`src/rtl/alu_operand_sequencer.sv`:
```
// Operand/selector sequencer for the lab ALU: collects A, B, sel from a shared bus, waits a fixed
// settle time, then captures result and flags. Define ALU_SEQ_CHAIN_EN to chain results into A.
module alu_operand_sequencer #(
  parameter int unsigned N        = 8,
  parameter int unsigned SW       = 4,
  parameter int unsigned WAIT_CYC = 2
) (
  input  logic          clk,
  input  logic          reset,
  input  logic [N-1:0]  din,
  input  logic          enter,
  input  logic          cancel,
  input  logic [N-1:0]  alu_y,
  input  logic [3:0]    alu_flags,
  output logic [N-1:0]  a_q,
  output logic [N-1:0]  b_q,
  output logic [SW-1:0] sel_q,
  output logic          start,
  output logic          busy,
  output logic [N-1:0]  result_q,
  output logic [3:0]    flags_q,
  output logic          done,
  output logic [2:0]    state_o
);

  localparam int unsigned CW = (WAIT_CYC > 1) ? $clog2(WAIT_CYC) : 1;

  typedef enum logic [2:0] {
    StA    = 3'd0,
    StB    = 3'd1,
    StSel  = 3'd2,
    StExec = 3'd3,
    StDone = 3'd4
  } state_e;

  state_e          state_q, state_d;
  logic [CW-1:0]   cnt_q, cnt_d;
  logic [N-1:0]    a_d, b_d, result_d;
  logic [SW-1:0]   sel_d;
  logic [3:0]      flags_d;
  logic            start_d, busy_d, done_d;

  always_comb begin
    state_d  = state_q;
    cnt_d    = cnt_q;
    a_d      = a_q;
    b_d      = b_q;
    sel_d    = sel_q;
    result_d = result_q;
    flags_d  = flags_q;
    start_d  = 1'b0;
    done_d   = 1'b0;

    // cancel overrides everything, including a simultaneous enter
    if (cancel) begin
      state_d = StA;
      cnt_d   = '0;
    end else begin
      case (state_q)
        StA: begin
          if (enter) begin
            a_d     = din;
            state_d = StB;
          end
        end
        StB: begin
          if (enter) begin
            b_d     = din;
            state_d = StSel;
          end
        end
        StSel: begin
          if (enter) begin
            sel_d   = din[SW-1:0];
            cnt_d   = CW'(WAIT_CYC - 1);
            start_d = 1'b1;
            state_d = StExec;
          end
        end
        StExec: begin
          if (cnt_q == '0) begin
            result_d = alu_y;
            flags_d  = alu_flags;
            done_d   = 1'b1;
            state_d  = StDone;
          end else begin
            cnt_d = cnt_q - 1'b1;
          end
        end
        StDone: begin
          if (enter) begin
`ifdef ALU_SEQ_CHAIN_EN
            a_d     = result_q;
            state_d = StB;
`else
            state_d = StA;
`endif
          end
        end
        default: begin
          state_d = StA;
          cnt_d   = '0;
        end
      endcase
    end

    busy_d = (state_d == StExec);
  end

  always_ff @(posedge clk or posedge reset) begin
    if (reset) begin
      state_q  <= StA;
      cnt_q    <= '0;
      a_q      <= '0;
      b_q      <= '0;
      sel_q    <= '0;
      result_q <= '0;
      flags_q  <= '0;
      start    <= 1'b0;
      busy     <= 1'b0;
      done     <= 1'b0;
    end else begin
      state_q  <= state_d;
      cnt_q    <= cnt_d;
      a_q      <= a_d;
      b_q      <= b_d;
      sel_q    <= sel_d;
      result_q <= result_d;
      flags_q  <= flags_d;
      start    <= start_d;
      busy     <= busy_d;
      done     <= done_d;
    end
  end

  assign state_o = state_q;

endmodule

```
`config.mk`:
```
export PLATFORM = sky130hd
export DESIGN_NAME = alu_operand_sequencer
export DESIGN_NICKNAME = d
export VERILOG_FILES = /design/src/rtl/alu_operand_sequencer.sv
export SDC_FILE = /design/constraint.sdc
export NUM_CORES = 1
export LEC_CHECK = 0
export CAP_MARGIN = 20
export CORE_MARGIN = 4
export CORE_UTILIZATION = 43
export CTS_CLUSTER_DIAMETER = 150
export CTS_CLUSTER_SIZE = 10
export DETAILED_ROUTE_END_ITERATION = 12
export GPL_ROUTABILITY_DRIVEN = 0
export HOLD_SLACK_MARGIN = 0.15
export PLACE_DENSITY = 0.79
export SETUP_SLACK_MARGIN = 0.4
export SLEW_MARGIN = 25
export SYNTH_ARGS = -nofsm -noshare
export SYNTH_HDL_FRONTEND = slang
export SYNTH_SLANG_ARGS = --single-unit
```
`constraint.sdc`:
```
create_clock -name clk -period 1.8 [get_ports clk]
set_clock_uncertainty 0.1 [all_clocks]
set_input_delay 0.36 -clock clk [delete_from_list [all_inputs] [get_ports clk]]
set_output_delay 0.36 -clock clk [all_outputs]
set_load 0.05 [all_outputs]
```
Yosys cells after proc, flatten, opt, wreduce, memory -nomap -nowiden:

Index checks and enable logic that the tools add are counted.

* output and inout bits: 38
* word-level logic and storage cells: 44
* register bits after elaboration: 39

* multiplexer cells: 17
* eq/ne operators: 7
* bitwise gates (word level): 2
* add/subtract/negate cells: 1
* reductions and logical operators: 7

Operator list (number)
* $mux W3: 6
* $pmux W3 S5: 1
* $reduce_and A3 Y1: 4
* $eq A3 B2 Y1 const B: 3
* $mux W1: 9
* $eq A3 B1 Y1 const B: 1
* $eq A3 B3 Y1 const B: 1
* $logic_not A3 Y1: 1
* $ne A3 B3 Y1 const B: 1
* $pmux W1 S3: 1
* $reduce_or A3 Y1: 1
* $ne A2 B1 Y1 const B: 1
* $not A1 Y1: 2
* $reduce_and A2 Y1: 1
* $sub A1 B1 Y1 const B: 1

Longest topological paths before layout:

* depth in word-level cells: 4
* gate-level depth with buffers: 5
* depth with buffers taken out: 3

Least setup slack after synthesis:

OpenSTA, ideal clock, no wires.

* kind: flip-flop to flip-flop
* from: register state_q[1], in the netlist state_o[1]
* to: register sel_q[0]
* arrival: 1590 ps
* path slack: -15 ps
* setup time: 125 ps
* path buffers: 1
* cell stages (with the launch flop): 5
* clock period less this slack: 1815 ps
* cells stage by stage: dfrtp_1 > buf_2 > nand4bb_1 > nor2_2 > mux2_2

* longest elaborated chain between the ends: 2

Ends and longest elaborated chain
* start: declaration: line 36 `state_e state_q, state_d;`
* start signal: assignment: line 112 `state_q <= StA;`
* start signal: assignment: line 123 `state_q <= state_d;`
* $eq A3 B2 Y1: line 59 `case (state_q)`
* $reduce_and A3 Y1 (no source line)
* end signal: assignment: line 127 `sel_q <= sel_d;`
* end: declaration: line 17 `output logic [SW-1:0] sel_q,`

No other way between the ends.
A chain may end at the register's enable or synchronous reset.

Worst setup path after layout:

* from: register state_q[0], in the netlist state_o[0]
* to: register result_q[0]

* longest elaborated chain between the ends: 2

Ends and longest elaborated chain
* $eq A3 B2 Y1: line 59
* $reduce_and A3 Y1 (no source line)
* end signal: assignment: line 128 `result_q <= result_d;`
* end: declaration: line 20 `output logic [N-1:0] result_q,`

No other way between the ends.

==> impl_metrics.yaml <==
outcome:
  status: "completed"
global_routing:
  grt_usage: 0.177
  grt_pass1_wl_um: 6590
  grt-ovfl-total: 0
  grt_max_degree: 40
  grt_antenna_before_repair: 0
  grt_pass1_vias: 1269
route:
  drtAntennaViolNets: 0
  wl_per_cell_um: 16.7
  route.final.wire_length_um: 3910
  drt_iter0_markers: 20
  num_vias: 1154
  viasPerCell: 4.93
  post-route-drc-count: 0
  first_pass_iters: 4
setup_path:
  cp_num_cells: 3
  max_stage_delay_ns: 0.47
  crit_type: "reg -> reg"
  slowest_stage: "dfrtp_2"
  rr_worst_depth: 3
  critical-path-top-delay-family: "flip-flops"
  cp_cell_sequence: "and2b_2 -> nand3_4 -> mux2_2"
  crit_path_end_kind: "flop"
  path_max_fanout: 13
  worst_setup_path_start_kind: "flop"
  worstPathRequired_ns: 1.88
  cp.arrival_ns: 1.60
  worst-path-buf-inv: 0
layout:
  finalNetCount: 211
  drive_above_1_share: 0.574
  diodes: 0
  multi_input_area_um2: 647
  syn_to_final_growth_pct: 57.9
  regArea_um2: 980
  layout.cells.non_filler: 234
  fillers: 229
pwr:
  p_switching_w: 0.00132
  pwr-share-clk: 0.220
  pwr-share-comb: 0.428
  powerDensity_mw_per_mm2: 1330
  swShare: 0.389
  leakage_nw: 1.25
  power_frac_seq: 0.352
  vdd_drop_max_mv: 0.502
  p_int_w: 0.00207
  p_total_w: 0.00339
yosys:
  synth_area_leaders: "dfrtp_1 (61%), mux2_4 (16%), mux2_2 (10%)"
  synthCells: 104
  yosys_warnings: 0
  synth_area_leader_cell: "dfrtp_1"
  netlist_area_mm2: 0.00161
  syn_avg_cell_area_um2: 15.5
  synth_top_area_share: 0.605
  synth_nets: 128
  synth_cell_types: 25
  synth-seq-cells: 39
  ys_seq_area_frac: 0.605
placement:
  numPortBuffers: 61
  hpwl_um: 2800
  post-place-cells: 217
sta:
  fmax_ghz: 0.657
  finalCritPeriodShare: 0.846
  finalMaxSlewViolations: 0
  max_slew_margin: 0.823
  tns_ns: 0
  fin_crit_ns: 1.52
  finalSetupViolations: 0
  timing.hold.ws_ns: 0.322
  tightestPinTransition_ns: 0.265
  hold_viol: 0
  rsz0062_at_grt: "true"
clock_tree:
  clock_sinks: 39
  clk_latency_ns: 0.29
  path_clk_slew_ns: 0.08
  cts.path.max_buffers: 2
  cts_tree: "yes"
  root_buffer: "clkbuf_8"
  numCtsBuffers: 5
  htree_levels: 2
  hold_buffers: 0
floorplanning:
  start_util: 0.465
  die_area_mm2: 0.00479
  coreArea_mm2: 0.00347
  chipWidth_um: 69.2
  io_pins: 62
  die_h_um: 69.2
  rows: 21
min_path:
  holdCritPathClass: "in -> async"
run:
  max_cap_violations: 0
[worst min-delay path, stage by stage]
cell	delay, ns
clkdlybuf4s50_1	0.40
inv_1	0.09
buf_12	0.23
[worst paths after layout]
check / endpoint / startpoint / slack, ns
min reg2reg: flags_q[2] / flags_q[2] / 0.41
max reg2reg: result_q[0] / state_o[0] / 0.28
max in group asynchronous: state_o[1] / reset / 1.08
min in group clk: flags_q[2] / flags_q[2] / 0.41
min: b_q[2] / reset / 0.32
max: result_q[0] / state_o[0] / 0.28
[power groups by stage]
stage	sequential, W	combinational, W	clock (W)
3_5_place_dp	0.00121	0.00142	0
2_1_floorplan	0.00186	0.000285	0
5_1_grt	0.00122	0.00150	0.000805
3_3_place_gp	0.00119	0.00140	0
6_report	0.00119	0.00145	0.000746
4_1_cts	0.00119	0.00146	0.000766
[cell type report]
| class | instances | area share |
|---|---|---|
| sequential | 39 | 0.385 |
| tap | 46 | 0.0226 |
| clock buffer | 6 | 0.0324 |
| timing repair buffer | 80 | 0.286 |
| multi-input combinational | 57 | 0.254 |
| inverter | 4 | 0.00590 |
| clock inverter | 2 | 0.0138 |
[Yosys cell counts (all sizes together)]
library cell	number
dfrtp	39
mux2	32
nor2	5
buf	4
inv	4
a21oi	3
nand2	3
nand3	3
a2bb2oi	1
a311oi	1
a31oi	1
and2b	1
and3b	1
nand2b	1
nand4bb	1
nor2b	1
nor3	1
nor4b	1
o21ai	1
[per-layer routing]
layer | track usage | vias up | part of all wire | wire length (um)
li1 | - | 525 | - | -
met1 | 0.213 | 580 | 0.39 | 1540
met4 | 0.0781 | 0 | 0.020 | 80
met2 | 0.290 | 40 | 0.53 | 2050
met5 | 0 | - | 0 | 0
met3 | 0.0565 | 9 | 0.062 | 241
[cells in the final DEF (no fill, tap or decap), types with 2 or more instances in the layout]
cell	count
dfrtp_1	36
nand2_1	3
mux2_2	10
buf_12	5
clkdlybuf4s50_1	21
nor2_1	3
dlygate4sd2_1	2
buf_4	49
a21oi_1	3
dfrtp_2	3
mux2_4	22
inv_1	4
clkbuf_8	6
nand3_4	2
buf_6	3
nor2_4	2
[cells by family (layout without fill, tap and decap cells)]
group / after synthesis / in the layout / synth area share
mux: 32 / 32 / 0.263
buf+inv: 8 / 92 / 0.0287
compound gates: 7 / 7 / 0.0272
flops: 39 / 39 / 0.605
simple gates: 18 / 18 / 0.0760
[flip-flops by register name (all words and copies together) (netlist names)]
signal    flops
a_q           8
b_q           8
result_q      8
flags_q       4
sel_q         4
state_o       3
busy          1
cnt_q         1
done          1
start         1
[stage by stage]
| stage | utilization | instance area (um2) | setup slack (ns) |
|---|---|---|---|
| 2_1_floorplan | - | 1650 | 0.157 |
| 3_3_place_gp | 0.668 | 2320 | -0.109 |
| 3_5_place_dp | 0.668 | 2320 | -0.167 |
| 4_1_cts | 0.727 | 2520 | 0.288 |
| 5_1_grt | 0.734 | 2550 | 0.235 |
| 6_report | 0.734 | 2550 | 0.278 |
[timing repair]
| action | in CTS | in global routing |
|---|---|---|
| pin swaps | 5 | 1 |
| setup endpoints to repair | 34 | 37 |
| setup buffers | 6 | 3 |
| gates cloned | 0 | 0 |
| resized for setup | 10 | 1 |
(Power assumes the default switching activity.)
